==> config.mk <==
export PLATFORM = sky130hd
export DESIGN_NAME = mul_div_unit
export DESIGN_NICKNAME = d
export VERILOG_FILES = /design/src/rtl/mdu_pkg.sv /design/src/rtl/mdu_iter_core.sv /design/src/rtl/mul_div_unit.sv
export SDC_FILE = /design/constraint.sdc
export NUM_CORES = 2
export LEC_CHECK = 0
export BUFFER_PORTS_ARGS = -buffer_cell sky130_fd_sc_hd__buf_2
export CORE_AREA = 5 5 174 302
export CTS_BUF_LIST = sky130_fd_sc_hd__clkbuf_4
export DETAILED_ROUTE_END_ITERATION = 10
export DIE_AREA = 0 0 179 307
export GPL_TIMING_DRIVEN = 0
export PLACE_DENSITY_LB_ADDON = 0.1
export SLEW_MARGIN = 30
export SYNTH_ARGS = -nofsm -noshare
export SYNTH_HDL_FRONTEND = slang
export SYNTH_SLANG_ARGS = --single-unit
==> constraint.sdc <==
create_clock -name clk -period 8.4 [get_ports clk]
set_input_delay 0 -clock clk [delete_from_list [all_inputs] [get_ports clk]]
set_output_delay 0 -clock clk [all_outputs]
set_load 0.02 [all_outputs]
==> src/rtl/mdu_pkg.sv <==
// Shared definitions for the multiply/divide unit: op encoding, FSM states, decode helpers.
package mdu_pkg;

    localparam int unsigned OP_W = 4;

    localparam logic [OP_W-1:0] OP_MUL    = 4'h0;
    localparam logic [OP_W-1:0] OP_MULH   = 4'h1;
    localparam logic [OP_W-1:0] OP_MULHSU = 4'h2;
    localparam logic [OP_W-1:0] OP_MULHU  = 4'h3;
    localparam logic [OP_W-1:0] OP_DIV    = 4'h4;
    localparam logic [OP_W-1:0] OP_DIVU   = 4'h5;
    localparam logic [OP_W-1:0] OP_REM    = 4'h6;
    localparam logic [OP_W-1:0] OP_REMU   = 4'h7;
    localparam logic [OP_W-1:0] OP_MULW   = 4'h8;
    localparam logic [OP_W-1:0] OP_DIVW   = 4'hC;
    localparam logic [OP_W-1:0] OP_DIVUW  = 4'hD;
    localparam logic [OP_W-1:0] OP_REMW   = 4'hE;
    localparam logic [OP_W-1:0] OP_REMUW  = 4'hF;

    typedef enum logic [1:0] {
        S_IDLE,
        S_BUSY,
        S_DONE
    } state_t;

    // Unknown codes, and word ops on a build without them, execute as MUL.
    function automatic logic [OP_W-1:0] legal_op(input logic [OP_W-1:0] op, input logic word_en);
        logic ok;
        case (op)
            4'h9, 4'hA, 4'hB: ok = 1'b0;
            default:          ok = !op[3] || word_en;
        endcase
        return ok ? op : OP_MUL;
    endfunction

    // The helpers below expect an op already passed through legal_op.
    function automatic logic is_word(input logic [OP_W-1:0] op);
        return op[3];
    endfunction

    function automatic logic is_div(input logic [OP_W-1:0] op);
        return op[2];
    endfunction

    function automatic logic is_rem(input logic [OP_W-1:0] op);
        return op[2] && op[1];
    endfunction

    function automatic logic is_mulh(input logic [OP_W-1:0] op);
        return !op[2] && !op[3] && (op[1:0] != 2'b00);
    endfunction

    // rs1 treated as signed
    function automatic logic is_signed(input logic [OP_W-1:0] op);
        return op[2] ? !op[0] : (!op[3] && (op[1:0] == 2'b01 || op[1:0] == 2'b10));
    endfunction

    // rs2 treated as signed
    function automatic logic is_signed_b(input logic [OP_W-1:0] op);
        return op[2] ? !op[0] : (!op[3] && op[1:0] == 2'b01);
    endfunction

endpackage

==> src/rtl/mdu_iter_core.sv <==
// One radix-2 step on unsigned magnitudes: shift-add multiply or restoring divide,
// sharing a single XLEN+1 bit adder.
module mdu_iter_core #(
    parameter int unsigned XLEN = 64
) (
    input  logic            div_mode,
    input  logic [XLEN:0]   hi,
    input  logic [XLEN-1:0] lo,
    input  logic [XLEN-1:0] opb,
    output logic [XLEN:0]   hi_next,
    output logic [XLEN-1:0] lo_next
);

    logic [XLEN:0] x;
    logic [XLEN:0] y;
    logic [XLEN:0] sum;
    logic [XLEN:0] acc;
    logic          qbit;

    always_comb begin
        x       = div_mode ? {hi[XLEN-1:0], lo[XLEN-1]} : hi;
        y       = div_mode ? ~{1'b0, opb} : {1'b0, opb};
        sum     = x + y + (XLEN+1)'(div_mode);
        // Partial remainder stays below the divisor, so the top bit is a clean borrow.
        qbit    = ~sum[XLEN];
        acc     = lo[0] ? sum : hi;
        hi_next = {1'b0, acc[XLEN:1]};
        lo_next = {acc[0], lo[XLEN-1:1]};
        if (div_mode) begin
            hi_next = qbit ? sum : x;
            lo_next = {lo[XLEN-2:0], qbit};
        end
    end

endmodule

==> src/rtl/mul_div_unit.sv <==
// Iterative RISC-V M-extension multiply/divide unit with valid/ready handshakes
// and flush; one result bit per cycle.
module mul_div_unit
    import mdu_pkg::*;
#(
    parameter int unsigned XLEN  = 64,
    parameter int unsigned W_OPS = 1
) (
    input  logic            clk,
    input  logic            rst,
    input  logic            in_valid,
    output logic            in_ready,
    input  logic [OP_W-1:0] in_op,
    input  logic [XLEN-1:0] in_a,
    input  logic [XLEN-1:0] in_b,
    input  logic            flush,
    output logic            out_valid,
    input  logic            out_ready,
    output logic [XLEN-1:0] out_result
);

    localparam int unsigned CNT_W   = $clog2(XLEN + 1);
    localparam int unsigned WSH     = XLEN - 32;
    localparam logic        WORD_EN = (W_OPS != 0) && (XLEN == 64);

    state_t              state_q, state_d;
    logic [OP_W-1:0]     op_q, op_d;
    logic [XLEN:0]       hi_q, hi_d, hi_nxt;
    logic [XLEN-1:0]     lo_q, lo_d, lo_nxt;
    logic [XLEN-1:0]     opb_q, opb_d;
    logic [CNT_W-1:0]    cnt_q, cnt_d, n_iter;
    logic                spec_q, spec_d;
    logic                neg_q, neg_d;
    logic                in_ready_d, out_valid_d;
    logic [XLEN-1:0]     out_result_d;

    logic [OP_W-1:0]     op_l;
    logic                word, sa, sb, neg_a, neg_b, b_zero, a_min, ovf, spec;
    logic [XLEN-1:0]     opa_x, opb_x, mag_a, mag_b, div_a, spec_res;
    logic [2*XLEN-1:0]   pre, fix;
    logic [31:0]         w_val;
    logic [XLEN-1:0]     res;

    // Request decode: sign handling, magnitudes and the no-iteration special cases.
    always_comb begin
        op_l   = legal_op(in_op, WORD_EN);
        word   = is_word(op_l);
        sa     = is_signed(op_l);
        sb     = is_signed_b(op_l);
        opa_x  = word ? (sa ? XLEN'($signed(in_a[31:0])) : XLEN'(in_a[31:0])) : in_a;
        opb_x  = word ? (sb ? XLEN'($signed(in_b[31:0])) : XLEN'(in_b[31:0])) : in_b;
        neg_a  = sa && opa_x[XLEN-1];
        neg_b  = sb && opb_x[XLEN-1];
        mag_a  = neg_a ? -opa_x : opa_x;
        mag_b  = neg_b ? -opb_x : opb_x;
        div_a  = word ? XLEN'($signed(in_a[31:0])) : in_a;
        b_zero = (opb_x == '0);
        a_min  = word ? (in_a[31:0] == 32'h8000_0000) : (in_a == {1'b1, {(XLEN-1){1'b0}}});
        ovf    = sa && sb && a_min && (&opb_x);
        spec   = is_div(op_l) && (b_zero || ovf);
        if (b_zero) spec_res = is_rem(op_l) ? div_a : '1;
        else        spec_res = is_rem(op_l) ? '0 : div_a;
    end

    mdu_iter_core #(.XLEN(XLEN)) u_core (
        .div_mode (is_div(op_q)),
        .hi       (hi_q),
        .lo       (lo_q),
        .opb      (opb_q),
        .hi_next  (hi_nxt),
        .lo_next  (lo_nxt)
    );

    // Result fix-up: restore sign, pick the half or word, sign-extend word results.
    always_comb begin
        n_iter = is_word(op_q) ? CNT_W'(32) : CNT_W'(XLEN);
        if (is_div(op_q)) pre = {{XLEN{1'b0}}, is_rem(op_q) ? hi_q[XLEN-1:0] : lo_q};
        else              pre = {hi_q[XLEN-1:0], lo_q};
        fix   = neg_q ? -pre : pre;
        w_val = is_div(op_q) ? fix[31:0] : fix[XLEN-1:XLEN-32];
        if (spec_q)             res = lo_q;
        else if (is_word(op_q)) res = XLEN'($signed(w_val));
        else if (is_mulh(op_q)) res = fix[2*XLEN-1:XLEN];
        else                    res = fix[XLEN-1:0];
    end

    always_comb begin
        state_d      = state_q;
        op_d         = op_q;
        hi_d         = hi_q;
        lo_d         = lo_q;
        opb_d        = opb_q;
        cnt_d        = cnt_q;
        spec_d       = spec_q;
        neg_d        = neg_q;
        out_result_d = out_result;
        case (state_q)
            S_IDLE: begin
                if (in_valid) begin
                    state_d = S_BUSY;
                    op_d    = op_l;
                    hi_d    = '0;
                    opb_d   = mag_b;
                    cnt_d   = '0;
                    spec_d  = spec;
                    neg_d   = is_rem(op_l) ? neg_a : (neg_a ^ neg_b);
                    if (spec)                       lo_d = spec_res;
                    else if (is_div(op_l) && word)  lo_d = mag_a << WSH;
                    else                            lo_d = mag_a;
                end
            end
            S_BUSY: begin
                if (spec_q || cnt_q == n_iter) begin
                    out_result_d = res;
                    state_d      = S_DONE;
                end else begin
                    hi_d  = hi_nxt;
                    lo_d  = lo_nxt;
                    cnt_d = cnt_q + CNT_W'(1);
                end
            end
            S_DONE: begin
                if (out_ready) state_d = S_IDLE;
            end
            default: state_d = S_IDLE;
        endcase
        if (flush) state_d = S_IDLE;
        in_ready_d  = (state_d == S_IDLE);
        out_valid_d = (state_d == S_DONE);
    end

    always_ff @(posedge clk) begin
        if (rst) begin
            state_q    <= S_IDLE;
            op_q       <= OP_MUL;
            hi_q       <= '0;
            lo_q       <= '0;
            opb_q      <= '0;
            cnt_q      <= '0;
            spec_q     <= 1'b0;
            neg_q      <= 1'b0;
            in_ready   <= 1'b1;
            out_valid  <= 1'b0;
            out_result <= '0;
        end else begin
            state_q    <= state_d;
            op_q       <= op_d;
            hi_q       <= hi_d;
            lo_q       <= lo_d;
            opb_q      <= opb_d;
            cnt_q      <= cnt_d;
            spec_q     <= spec_d;
            neg_q      <= neg_d;
            in_ready   <= in_ready_d;
            out_valid  <= out_valid_d;
            out_result <= out_result_d;
        end
    end

endmodule
==> impl_results.md, run 1 <==
* Netlist cell types at 96
* Number of placement rows at about 110
* Failing step: global routing
* Top-Level Pins at around 200
* Maximum clock insertion buffer count at 3
* Global-route wire length before repair at ~340 mm
* Post-Syn Nets at between 4,000 and 5,000
* Main synth FF type: dfxtp_1
* Count of flip-flops with a built-in enable after synthesis at 0
* Share of synthesized area occupied by flip-flops and latches at 18.54%
* H-tree level count at 3
* Buffer count from post-CTS setup fixing at 0
* Number of warning messages in the yosys log at 0
* Die boundary width at around 180 µm
* Outcome: aborted with a tool error
* Die Ht at 307 µm
* Starting Density at 59.10%
* Post-place setup slack at -1.093 ns
* Total clock sinks at between 200 and 300
* Syn_area_per_cell at between 6 and 7 µm²
* Clk root buf: clkbuf_4
* First Err: [ERROR GRT-0116] Global routing finished with congestion. Check the congestion regions in the DRC Viewer.
* Clock buffer count from CTS at between 60 and 70
* Largest net degree at the start of global routing at 20
* Synth Instances at 4,236
* Global router's overall resource usage at 80.98%
* Total of flip-flops plus latches after synthesis at 274
* Post-detail-place hpwl at ~140 mm
* Final global-route overflow total at slightly below 900
* Number of buffers added on ports at slightly below 200
* Via count of the first global-routing pass at 45,400
* Fraction of registers with async set or reset after synthesis at 0%
* Routability congestion estimate at 1.430
* Post-synthesis instance area at 29,580 µm²
[per-layer routing]
metal | overflow | track usage [%]
met2 | 537 | 96.25
met4 | 289 | 82.94
met3 | 20 | 66.20
met5 | 1 | 32.34
met1 | 18 | 80.15
[Yosys cell counts, types with 14 or more instances]
cell type	instances	area share, %
o211ai_1	34	0.86
a31oi_1	43	0.91
nor2b_1	18	0.38
and2_1	15	0.32
and3_1	24	0.51
a21boi_0	14	0.36
a22oi_1	26	0.66
buf_1	24	0.30
o22ai_1	38	0.80
mux2i_1	186	6.3
o21bai_1	19	0.48
o221ai_1	63	1.9
xor2_1	185	5.5
or3_1	56	1.2
o21a_1	22	0.56
xnor2_1	141	4.2
nor4_1	69	1.5
a21oi_1	416	7.0
a22o_1	23	0.68
nand2_1	438	5.6
nor2_1	400	5.1
inv_1	62	0.79
a221oi_1	17	0.50
nand3_1	74	1.3
o31ai_1	50	1.3
a21o_1	50	1.3
nand2b_1	29	0.61
o21ai_0	359	6.1
buf_2	23	0.39
dfxtp_1	274	19
clkbuf_1	337	4.3
o21ai_1	35	0.59
nor3_1	112	1.9
or4_1	25	0.63
ha_1	70	3.0
o41ai_1	15	0.44
mux2_2	78	3.0
a211oi_1	113	2.9
nand4_1	44	0.93
[metrics by stage]
| step | util [%] | instance area, µm² | instances | hold WS (ns) |
|---|---|---|---|---|
| CTS | 68.18 | 34130 | 5386 | 0.01980 |
| detailed placement | 62.78 | 31420 | 5097 | 0.2230 |
| global placement | 62.71 | 31390 | 5096 | 0.2006 |
| floorplan | - | 29580 | 4236 | 0.07931 |
[repair_timing]
action                                  4_1_cts
endpoints found under the setup margin       66
hold endpoints to repair                    152
hold buffers                                175
gates resized for setup                      18
[kinds of logic after synthesis]
group,synth area share [%]
AO/OA/AOI/OAI,31.09
AND/OR/NAND/NOR,22.12
buffers and inverters,6.188
XOR/XNOR,9.652
flip-flops,18.54
multiplexers,9.385
adder cells (fa/ha/maj),3.028
==> inputs of run 2 (changes only) <==
--- a/config.mk
+++ b/config.mk
@@ -6,12 +6,11 @@
 export NUM_CORES = 2
 export LEC_CHECK = 0
 export BUFFER_PORTS_ARGS = -buffer_cell sky130_fd_sc_hd__buf_2
-export CORE_AREA = 5 5 174 302
-export CTS_BUF_LIST = sky130_fd_sc_hd__clkbuf_4
+export CORE_AREA = 5 5 278 280
 export DETAILED_ROUTE_END_ITERATION = 10
-export DIE_AREA = 0 0 179 307
+export DIE_AREA = 0 0 283 285
 export GPL_TIMING_DRIVEN = 0
-export PLACE_DENSITY_LB_ADDON = 0.1
+export PLACE_DENSITY_LB_ADDON = 0.15
 export SLEW_MARGIN = 30
 export SYNTH_ARGS = -nofsm -noshare
 export SYNTH_HDL_FRONTEND = slang
==> impl_results.md, run 2 <==
* Clock latency at the later pin of the worst-skew pair at slightly below 0.6 ns
* Fraction of registers with async set or reset after synthesis at 0% (unchanged)
* Cells taking the most area after synthesis: dfxtp_1 19%, a21oi_1 7.0%, mux2i_1 6.3%
* Commonest cells post-synth: 438 x nand2_1, 416 x a21oi_1, 400 x nor2_1
* Most frequent standard cell in the layout excluding fill and tap cells: nand2_1
* Via count of the first global-routing pass at ~36,000
* Max Cap Viol at 0
* Overall power of the completed layout at between 0.005 and 0.006 W
* Post-layout nets at roughly 4,800
* Register clock-pin slew on the reported worst setup and hold paths at approximately 0.060 ns
* Top-Level Pins at 203 (unchanged)
* Clock network fraction of design power at 30.3%
* CTS tree: built
* H-tree level count at 2 (-1)
* Largest net degree at the start of global routing at 20
* Worst hold margin at ~0.021 ns
* Starting Density at 39.87% (-19 points)
* Switching share of power at between 40% and 50%
* Number of antenna violations at the first check in global routing at 10
* Die boundary width at 283 µm (+58%)
* Post-synthesis to final-layout area growth at 15.29%
* Biggest register: hi_q
* Global router's overall resource usage at between 40% and 50%
* Critical path startpoint category: register
* Commonest non-fill, non-tap cells in the layout: 438 x nand2_1, 416 x a21oi_1, 399 x nor2_1, 358 x o21ai_0, 317 x clkbuf_1
* Number of vias in the routed layout at approximately 38,000
* Final global-route overflow total at 0
* Combinational power share at 39.6%
* Wire length per cell after detailed routing at between 30 and 40 µm
* Wire length after detailed routing at 196.1 mm
* Maximum clock insertion buffer count at 3 (unchanged)
* Number of vias per cell at 6.889
* Proportion of layout cells with a drive suffix above 1 at between 10% and 20%
* Total of flip-flops plus latches after synthesis at 274 (unchanged)
* Leakage power summed over all cells at about 13 nW
* Outcome: finished, violations left
* Number of warning messages in the yosys log at 0 (unchanged)
* Arrival time at the worst endpoint at 8.86 ns
* Number of placement rows at 100 (-8.3%)
* Power Dens Cells at 148.6 nW/µm²
* Area share of the largest cell type after synthesis at 18.54% (unchanged)
* Post-detail-place hpwl at 154.2 mm (+7.3%)
* Slew margin rel. at a little under a quarter
* Actual slew at the worst max-slew pin at ~1.2 ns
* Detailed-routing iteration count for the pre-antenna-repair pass at 9
* Share of the cycle needed by the critical path after routing at 100.8%
* Violated checks: setup timing
* Layout fillers at 7,864
* Dpl cells at 5,401 (+6.0%)
* Dominant cell type by area after synthesis: dfxtp_1
* Max reg flops at 65
* Slack of the critical path at -0.07136 ns
* Final setup fails at 1
* Share of synthesized area occupied by flip-flops and latches at 18.54% (unchanged)
* CP Max Fanout at 19
* Class of the tightest hold or removal check: in2reg
* Crit path time final at roughly 8.5 ns
* Count of flip-flops with a built-in enable after synthesis at 0 (unchanged)
* Total clock sinks at 274 (unchanged)
* Main synth FF type: dfxtp_1
* Drc violations at 0
* Peak Freq at about 120 MHz
* Hold Vio Cnt, Final at 0
* Layout Cells excl Fill at between 5,000 and 6,000
* Syn_area_per_cell at 6.984 µm² (unchanged)
* Element type at the critical path end: register
* Global-route wire length before repair at between 200 and 300 mm
* Data required, critical path at approximately 8.8 ns
* Unrepaired setup endpoints after global routing: false
* Power spent charging and discharging nets at 0.002227 W
* Post-Syn Nets at 4,444 (unchanged)
* Non-Filler Cell Area, Final at 34,110 µm²
* Crit path kind: reg2reg
* Maximum resistive drop on vdd at between 0.00015 and 0.0002 V
* Part of the total power dissipated in sequential elements at between 30% and 40%
* Clock buffer count from CTS at 34 (-50%)
* Int Pwr at 0.002840 W
* Post-synthesis instance area at 29,580 µm² (unchanged)
* Skew final at between 0.02 and 0.03 ns
* Remaining number of nets flagged by the antenna check after routing at 0
* Count leader, synth: nand2_1
* Core Footprint at roughly 74,000 µm²
* Synth Instances at 4,236 (unchanged)
* Routability congestion estimate at 1.120 (-22%)
* Netlist cell types at 96 (unchanged)
* Max-slew violation total from the final report at 0
* Clk root buf: clkbuf_16
* Total Die Area at around 81,000 µm²
* Die Ht at 285 µm (-7.2%)
* DR iter-0 viols at approximately 6,300
* Number of buffers added on ports at 194 (unchanged)
* Area of placed instances at 31,860 µm² (+1.4%)
## run 2: critical path, stage by stage, from the launching register on
cell and delay [ns]:
dfxtp_1 0.54, buf_4 0.40, buf_4 0.32, buf_2 0.37, buf_2 0.35, clkbuf_2 0.34, clkbuf_4 0.39, buf_6 0.30
clkbuf_4 0.31, buf_2 0.37, xor2_1 0.64, ha_1 0.42, a21oi_1 0.25, o21ai_0 0.17, a21oi_1 0.18, o211ai_1 0.11
buf_4 0.18, buf_4 0.16, o2111a_1 0.30, or4_1 0.48, nand4_1 0.09, buf_4 0.18, buf_2 0.34, clkbuf_4 0.35
mux2i_1 0.11, o211ai_1 0.59
## run 2: repair_timing
item,in CTS,in global routing
setup buffers,5,0
resized for setup,40,18
endpoints found under the setup margin,66,40
hold buffers,85,0
pin swaps,3,1
hold endpoints to repair,75,0
## run 2: cell type report
class / instances / area (µm²) / share of cell area, %
inverter: 63 / 236.5 / 0.6933
multi-input combinational: 3502 / 22490 / 65.93
clock inverter: 15 / 173.9 / 0.5099
sequential: 274 / 5485 / 16.08
buffer: 394 / 1669 / 4.894
timing repair buffer: 286 / 1876 / 5.499
tap: 969 / 1212 / 3.555
clock buffer: 44 / 948.4 / 2.781
antenna: 8 / 20.02 / 0.05870
## run 2: kinds of logic (layout without fill, tap and decap cells)
family / Yosys count / count (layout) / share of synthesized area (%)
buffers and inverters: 460 / 802 / 6.188
and+or+nand+nor: 1382 / 1382 / 22.12
muxes: 267 / 267 / 9.385
AOI/OAI and AO/OA: 1456 / 1456 / 31.09
adders and majority gates: 71 / 71 / 3.028
other: 0 / 8 / 0
xor gates and xnor gates: 326 / 326 / 9.652
DFF: 274 / 274 / 18.54
## run 2: routing by layer
| layer | global-route usage, % | share of wire, % |
|---|---|---|
| met5 | 0.8929 | 0.10 |
| met4 | 27.81 | 8.1 |
| met2 | 67.79 | 41 |
| met3 | 14.01 | 13 |
| met1 | 57.93 | 38 |
## run 2: power groups by stage
stage,clock (W),sequential (W),combinational [W]
global route,0.00158,0.00152,0.00206
global placement,0,0.00153,0.00185
CTS,0.00153,0.00150,0.00189
floorplan,0,0.00144,0.00111
detailed placement,0,0.00153,0.00184
finish,0.00153,0.00152,0.00201
## run 2: metrics by stage
step                      setup TNS, ns  setup WS, ns  util (%)
after floorplan                       0         1.873         -
after global placement          -147.01        -2.710     42.81
after detailed placement        -112.74        -2.213     42.94
after CTS                             0       0.05011     45.83
after global routing                  0       0.02496     45.94
final                          -0.07136      -0.07136     45.97
## run 2: worst paths after layout
| check | startpoint | to | slack [ns] | depth (start not counted) |
|---|---|---|---|---|
| setup / recovery | op_q[2] | hi_q[55] | -0.07 | 25 |
| hold / removal | in_a[8] | lo_q[8] | 0.02 | 5 |
| setup reg to reg | op_q[2] | hi_q[55] | -0.07 | 25 |
| hold reg to reg | out_result[38] | out_result[38] | 0.45 | 2 |
No activity file was read; power rests on OpenSTA's default activity.
